==> config.mk <==
export PLATFORM = sky130hd
export DESIGN_NAME = morra_match_driver
export DESIGN_NICKNAME = d
export VERILOG_FILES = /design/src/rtl/morra_match_driver.sv
export SDC_FILE = /design/constraint.sdc
export NUM_CORES = 1
export LEC_CHECK = 0
export ABC_CLOCK_PERIOD_IN_PS = 3500
export CAP_MARGIN = 25
export CORE_ASPECT_RATIO = 2
export CORE_MARGIN = 2
export CORE_UTILIZATION = 50
export CTS_BUF_LIST = sky130_fd_sc_hd__clkbuf_4
export DETAILED_ROUTE_END_ITERATION = 6
export PLACE_DENSITY = 0.72
export SLEW_MARGIN = 20
export SYNTH_ARGS = -nofsm -noshare
export SYNTH_HDL_FRONTEND = slang
export SYNTH_SLANG_ARGS = --single-unit
==> constraint.sdc <==
create_clock -name clk -period 3.5 [get_ports clk]
set_clock_uncertainty 0.2 [all_clocks]
set_input_delay 1.05 -clock clk [delete_from_list [all_inputs] [get_ports clk]]
set_output_delay 1.05 -clock clk [all_outputs]
set_load 0.01 [all_outputs]
==> src/rtl/morra_match_driver.sv <==
// -----------------------------------------------------------------------------
// morra_match_driver
//   Match-level initiator for the Morracinese game core. The host starts a
//   match, streams move pairs through a small valid/ready FIFO and receives a
//   one-cycle done pulse with the final result plus a saturating scoreboard.
//
// Ports
//   clk, reset                 system clock (rising edge), async active-high reset
//   start, cfg_max[3:0]        begin/abort a match; manche limit code for the core
//   mv_valid/mv_ready          move-pair handshake, mv_p1/mv_p2 the pair (2b each)
//   core_primo/secondo/reset   registered pins into the core
//   core_manche/core_partita   Mealy responses from the core
//   busy, done, result         match status (done is a single-cycle pulse)
//   wins_p1, wins_p2, ties,
//   invalid_cnt, played        saturating scoreboard counters (CNT_W bits)
// -----------------------------------------------------------------------------
module morra_match_driver #(
    parameter int FIFO_DEPTH = 4,
    parameter int CNT_W      = 5
) (
    input  logic             clk,
    input  logic             reset,
    input  logic             start,
    input  logic [3:0]       cfg_max,
    input  logic             mv_valid,
    output logic             mv_ready,
    input  logic [1:0]       mv_p1,
    input  logic [1:0]       mv_p2,
    output logic [1:0]       core_primo,
    output logic [1:0]       core_secondo,
    output logic             core_reset,
    input  logic [1:0]       core_manche,
    input  logic [1:0]       core_partita,
    output logic             busy,
    output logic             done,
    output logic [1:0]       result,
    output logic [CNT_W-1:0] wins_p1,
    output logic [CNT_W-1:0] wins_p2,
    output logic [CNT_W-1:0] ties,
    output logic [CNT_W-1:0] invalid_cnt,
    output logic [CNT_W-1:0] played
);

    localparam int AW = (FIFO_DEPTH > 1) ? $clog2(FIFO_DEPTH) : 1;

    typedef enum logic [1:0] {S_IDLE, S_CONFIG, S_PLAY} state_t;

    state_t        state, state_d;
    logic [1:0]    mem_p1 [FIFO_DEPTH];
    logic [1:0]    mem_p2 [FIFO_DEPTH];
    logic [AW:0]   wr_ptr, rd_ptr;
    logic          present;
    logic          empty, full;
    logic          sample, match_end, pop, push, flush;

    function automatic logic [CNT_W-1:0] sat_inc(input logic [CNT_W-1:0] v);
        return (v == '1) ? v : v + 1'b1;
    endfunction

    assign empty    = (wr_ptr == rd_ptr);
    assign full     = (wr_ptr[AW] != rd_ptr[AW]) && (wr_ptr[AW-1:0] == rd_ptr[AW-1:0]);
    assign busy     = (state != S_IDLE);
    assign mv_ready = !full && busy;

    // start has priority over everything: it suppresses scoring, the end of
    // match and the pop, so an abort never leaks a done pulse.
    assign sample    = (state == S_PLAY) && present && !start;
    assign match_end = sample && (core_partita != 2'b00);
    assign pop       = (state == S_PLAY) && !start && !match_end && !empty;
    assign flush     = start || match_end;
    assign push      = mv_valid && mv_ready && !flush;

    always_ff @(posedge clk or posedge reset) begin
        if (reset) state <= S_IDLE;
        else       state <= state_d;
    end

    always_comb begin
        state_d = state;
        case (state)
            S_IDLE:   if (start) state_d = S_CONFIG;
            S_CONFIG: state_d = start ? S_CONFIG : S_PLAY;
            S_PLAY: begin
                if (start)          state_d = S_CONFIG;
                else if (match_end) state_d = S_IDLE;
            end
            default:  state_d = S_IDLE;
        endcase
    end

    always_ff @(posedge clk) begin
        if (push) begin
            mem_p1[wr_ptr[AW-1:0]] <= mv_p1;
            mem_p2[wr_ptr[AW-1:0]] <= mv_p2;
        end
    end

    always_ff @(posedge clk or posedge reset) begin
        if (reset) begin
            wr_ptr <= '0;
            rd_ptr <= '0;
        end else if (flush) begin
            wr_ptr <= '0;
            rd_ptr <= '0;
        end else begin
            if (push) wr_ptr <= wr_ptr + 1'b1;
            if (pop)  rd_ptr <= rd_ptr + 1'b1;
        end
    end

    // Core pins: the CONFIG cycle carries cfg_max on the move pins while the
    // core is held in reset; in PLAY the pins show the popped pair or 00/00.
    always_ff @(posedge clk or posedge reset) begin
        if (reset) begin
            core_primo   <= '0;
            core_secondo <= '0;
            core_reset   <= 1'b1;
            present      <= 1'b0;
        end else if (start) begin
            core_primo   <= cfg_max[3:2];
            core_secondo <= cfg_max[1:0];
            core_reset   <= 1'b1;
            present      <= 1'b0;
        end else if (state == S_PLAY && pop) begin
            core_primo   <= mem_p1[rd_ptr[AW-1:0]];
            core_secondo <= mem_p2[rd_ptr[AW-1:0]];
            core_reset   <= 1'b0;
            present      <= 1'b1;
        end else begin
            core_primo   <= '0;
            core_secondo <= '0;
            core_reset   <= (state == S_IDLE) || match_end;
            present      <= 1'b0;
        end
    end

    always_ff @(posedge clk or posedge reset) begin
        if (reset) begin
            wins_p1     <= '0;
            wins_p2     <= '0;
            ties        <= '0;
            invalid_cnt <= '0;
            played      <= '0;
            result      <= '0;
            done        <= 1'b0;
        end else begin
            done <= match_end;
            if (start) begin
                wins_p1     <= '0;
                wins_p2     <= '0;
                ties        <= '0;
                invalid_cnt <= '0;
                played      <= '0;
                result      <= '0;
            end else begin
                if (sample) begin
                    case (core_manche)
                        2'b01:   wins_p1     <= sat_inc(wins_p1);
                        2'b10:   wins_p2     <= sat_inc(wins_p2);
                        2'b11:   ties        <= sat_inc(ties);
                        default: invalid_cnt <= sat_inc(invalid_cnt);
                    endcase
                    if (core_manche != 2'b00) played <= sat_inc(played);
                end
                if (match_end) result <= core_partita;
            end
        end
    end

endmodule

# Word-level counts from Yosys, hierarchy flattened
# Memory sizes are Yosys's and may differ from the RTL's.
# Cells that the tools add are included.
# classes
n_eq_ne	21
n_addsub	7
n_reduce_logical	37
mux	41
# ops
cell	n
two-way mux 5 bit	20
adder 5 x 1 -> 5 bit, second input constant	5
== test 5 bit, second input constant	5
nonzero test 2 bit	11
two-way mux 2 bit	10
AND reduction 3 bit	5
two-way mux 3 bit	4
inequality test 2 bit, second input constant	6
logical AND 1 bit	11
adder 3 x 1 -> 3 bit, second input constant	2
== test 2 bit, second input constant	3
two-way mux 1 bit	6
one-hot mux 2 bit (3 select lines)	1
logical NOT 1 bit	5
== test 2 x 1 -> 1 bit, second input constant	2
== test 3 bit	1
inequality test 3 bit, second input constant	1
OR reduction 3 bit	1
== test 2 bit	1
logical NOT 2 bit	1
logical OR 1 bit	2
inequality test 2 x 1 -> 1 bit, second input constant	1
AND reduction 2 bit	1
inequality test 1 bit	1
# word_totals
mem_bits_rw	16
output_inout_bits	35
in_bits	16
mem_count	2
reg_bits	42
# memory_table
memory	depth	word_bits	read_ports	rd_ports_with_merged_regs	write_ports	line	text
mem_p1	4	2	1	0	1	49	logic [1:0] mem_p1 [FIFO_DEPTH];
mem_p2	4	2	1	0	1	50	logic [1:0] mem_p2 [FIFO_DEPTH];

# Longest topological paths before layout
# logic_depth
depth_word	10
depth_mapped	7
ltp_nobuf	6

# Least setup slack after synthesis
# OpenSTA, ideal clock, no wires.
# synth_timing
kind	input to register
from	input core_partita[1]
to	memory mem_p1[0][0] (enable)
required_time_ps	2923
n_path_buf	0
setup_slack_ps	781
arrival_ps	2142
setup_ps	377
stages	3
path_cell_list	nor2_1 > o21ai_1 > nor4_1
# synth_via
elab_chain_cells	7
# synth_lines
item	line	text
start, declared	33	input logic [1:0] core_partita,
nonzero test 2 bit	68	assign match_end = sample && (core_partita != 2'b00);
logical AND 1 bit	68	
logical OR 1 bit	70	assign flush = start || match_end;
logical NOT 1 bit	71	assign push = mv_valid && mv_ready && !flush;
logical AND 1 bit	71	
two-way mux 1 bit	92	if (push) begin
two-way mux 1 bit (not written as such)	93	mem_p1[wr_ptr[AW-1:0]] <= mv_p1;
end, declared	49	
# Every way passes these cells.

# Final worst setup path
# layout_timing
from	register rd_ptr[2]
to	output mv_ready
# layout_via
elab_chain_cells	4
# layout_lines
item	line	text
start, declared	51	logic [AW:0] wr_ptr, rd_ptr;
start signal, assigned	107	if (pop) rd_ptr <= rd_ptr + 1'b1;
inequality test 1 bit	61	assign full = (wr_ptr[AW] != rd_ptr[AW]) && (wr_ptr[AW-1:0] == rd_ptr[AW-1:0]);
logical AND 1 bit	61	
logical NOT 1 bit	63	assign mv_ready = !full && busy;
logical AND 1 bit	63	
end, declared	26	output logic mv_ready,
# Every way passes these cells.

==> metrics.txt <==
RePlAce Congestion 0.900; Setup TNS 0 ns; Via density 6.12; flop2flop setup slack 1.08 ns; MaxCap Viol Count 0; GR Util met2 41.0%; peak supply drop 0.000389 V; post-cts resize count 0; Area Growth Syn to Fin 25.6%; final worst slack 0.146 ns; status finished clean; Least-Margin Pin Slew 0.540 ns; n_diodes 0; end point of the critical path mv_ready; I/O pins 51; CTS Hold Bufs 0; Num CTS Buffers 9; Pins Over Slew Limit 0; WS Path Type reg2out; unrepaired setup endpoints after global routing no; DR WL/cell 17.1 um; H-tree levels 3; Skew-Pair Late Insertion Delay 0.40 ns; Setup crit start rd_ptr[2]$_DFFE_PP0P_; NumNets Final 355; adder-cell share of the synthesized area 6.34%; Total GRT Usage 22.5%; r2r startpoint invalid_cnt[0]$_DFFE_PP0P_; synthesized area 2960 um2; filler cell count 483; Post-Place Worst Slack 0.412 ns; endpoint type of the worst setup path primary output; GRT met3 Usage 5.37%; part of the cycle the worst path needs 95.8%; setup bufs post-CTS 0; Synth Area in Compound Gates 16.4%; Max FO, Critical Path 5; die footprint 6590 um2; Die W 58.4 um; Die Ht 113 um; worst hold path type reg2reg; final hold violation count 0; clock sink count 58; I/O Buffers 50; worst-case reg-to-reg path depth 6; Rows 39; largest family of logic cells by synthesized area compound AO/OA/AOI/OAI gates; WP data arrival 2.10 ns; clock period minus worst slack 3.35 ns; Synth Area in Simple Gates 15.1%; Synth Area per Inst 11.1 um2; vias in the first global route 2363; Root Buffer clkbuf_4; Worst Setup Start Kind register; layout cell share with drive strength beyond 1 11.6%; Distinct cells, synth 46; post-layout util 65.1%; post-route ant nets 0; initial antenna violation count 0; Final setup violation count 0; Post-Synth XOR/XNOR Area 1.77%; syn nets 297; Synth Register Bits 58; Syn Inst Count 266; global-route wire length before repair 11.2 mm; core area 5710 um2; pwr/cell area 373 nW/um2; P_leak 1.51 nW; drc violations 0; mux cell area share after synthesis 4.77%; drt pass-1 iters 4; grt met1 use 24.1%; largest net degree at the start of global routing 43; Relative slew margins 64.0%; Critical Path RT 2.25 ns; yosys warns 0; achievable frequency 298 MHz; clock transition at the registers of the reported paths 0.10 ns; vias 2388; DP HPWL 4.92 mm; GRT busiest layer met2; 1st-iter DRT viols 84; Max Root-Sink Buffers 2; post-synthesis sequential area ratio 51.8%; Initial Util 51.9%; Total Routed Length 6.67 mm; CTS tree yes; GRT overflow 0; worst reg2reg endpoint invalid_cnt[3]$_DFFE_PP0P_
==> critical path: stages, from the launching register on <==
cell and delay (ns):
dfrtp_1 0.45, xnor2_1 0.43, nor3_2 0.13, nor2b_1 0.15
clkdlybuf4s50_1 0.55
==> synthesized netlist by cell type (all sizes together) <==
cell	instances	area (um2)
a211o	3	26.3
a21oi	28	140
a31oi	4	25.0
a32o	4	40.0
a41oi	1	8.76
and2	1	6.26
and3	5	31.3
and3b	1	8.76
and4b	1	10.0
buf	8	45.0
clkbuf	7	26.3
dfrtp	41	1030
dfstp	1	26.3
edfxtp	16	480
ha	15	188
inv	11	41.3
mux2	1	11.3
mux2i	4	40.0
mux4	4	90.1
nand2	6	22.5
nand2b	2	12.5
nand3	16	80.1
nand3b	1	7.51
nand4	2	12.5
nand4b	3	26.3
nand4bb	1	11.3
nor2	4	15.0
nor2b	4	25.0
nor3	4	20.0
nor4	3	18.8
nor4bb	1	10.0
o211ai	7	52.6
o21ai	18	90.1
o21ba	1	10.0
o21bai	1	7.51
o311a	1	10.0
o311ai	1	8.76
o31ai	9	67.6
or2	3	18.8
or3	7	43.8
or4	9	67.6
xnor2	3	26.3
xor2	3	26.3
==> layout make-up <==
class | count | area, um2 | share of cell area [%]
Multi-Input combinational cell | 182 | 1320 | 35.5
Clock inverter | 6 | 81.3 | 2.19
Inverter | 11 | 41.3 | 1.11
Tap cell | 61 | 76.3 | 2.05
Timing Repair Buffer | 62 | 591 | 15.9
Sequential cell | 58 | 1530 | 41.2
Clock buffer | 10 | 75.1 | 2.02
==> registers in the layout, indices dropped and copies added (netlist names), 3 cells and up <==
register     flops
wins_p1          5
wins_p2          5
invalid_cnt      5
wr_ptr           3
mem_p2           8
played           5
rd_ptr           3
ties             5
mem_p1           8
==> power by group <==
group	internal [mW]	leakage (nW)	switching (mW)
Combinational	0.0572	0.708	0.0737
Clock	0.293	0.0838	0.242
Sequential	0.709	0.720	0.0124
Total	1.06	1.51	0.328
==> routing by layer <==
metal | share of wire [%] | vias to the layer above
li1 | - | 1129
met2 | 58 | 66
met1 | 36 | 1181
met5 | 0 | -
met3 | 4.4 | 12
met4 | 2.0 | 0
==> through the flow <==
| step | cells | cell area, um2 | hold WS, ns | total power, mW |
|---|---|---|---|---|
| after CTS | 390 | 3710 | 0.337 | 1.40 |
| after detailed placement | 374 | 3560 | 0.324 | 0.866 |
| after floorplan | 266 | 2960 | 0.355 | 0.806 |
| after global routing | 390 | 3720 | 0.358 | 1.44 |
| after global placement | 374 | 3560 | 0.321 | 0.864 |
| final | 390 | 3720 | 0.335 | 1.39 |
==> how the worst min path moves through the flow <==
stage,startpoint,cells after the start,slack (ns),endpoint
2_1_floorplan,result[0]$_DFFE_PP0N_,2,0.36,result[0]$_DFFE_PP0N_
3_3_place_gp,result[1]$_DFFE_PP0N_,2,0.32,result[1]$_DFFE_PP0N_
3_5_place_dp,result[0]$_DFFE_PP0N_,2,0.32,result[0]$_DFFE_PP0N_
4_1_cts,result[0]$_DFFE_PP0N_,2,0.34,result[0]$_DFFE_PP0N_
5_1_grt,result[1]$_DFFE_PP0N_,2,0.36,result[1]$_DFFE_PP0N_
6_report,result[1]$_DFFE_PP0N_,2,0.34,result[1]$_DFFE_PP0N_
==> cell usage in the layout, fill, tap and decap left out, types with 9 or more instances in the layout <==
master	instances
buf_4	12
nand3_1	16
clkbuf_4	10
dfrtp_1	41
o31ai_1	9
or4_1	9
ha_1	15
inv_1	11
a21oi_1	28
o21ai_0	17
edfxtp_1	16
clkdlybuf4s50_1	50
==> cells by family after synthesis <==
family / after synthesis
AOI/OAI and AO/OA: 78
and+or+nand+nor: 74
DFF: 58
buffers and inverters: 26
adders and majority gates: 15
muxes: 9
xor gates and xnor gates: 6
Note: power is estimated with default switching activity, not from simulation.
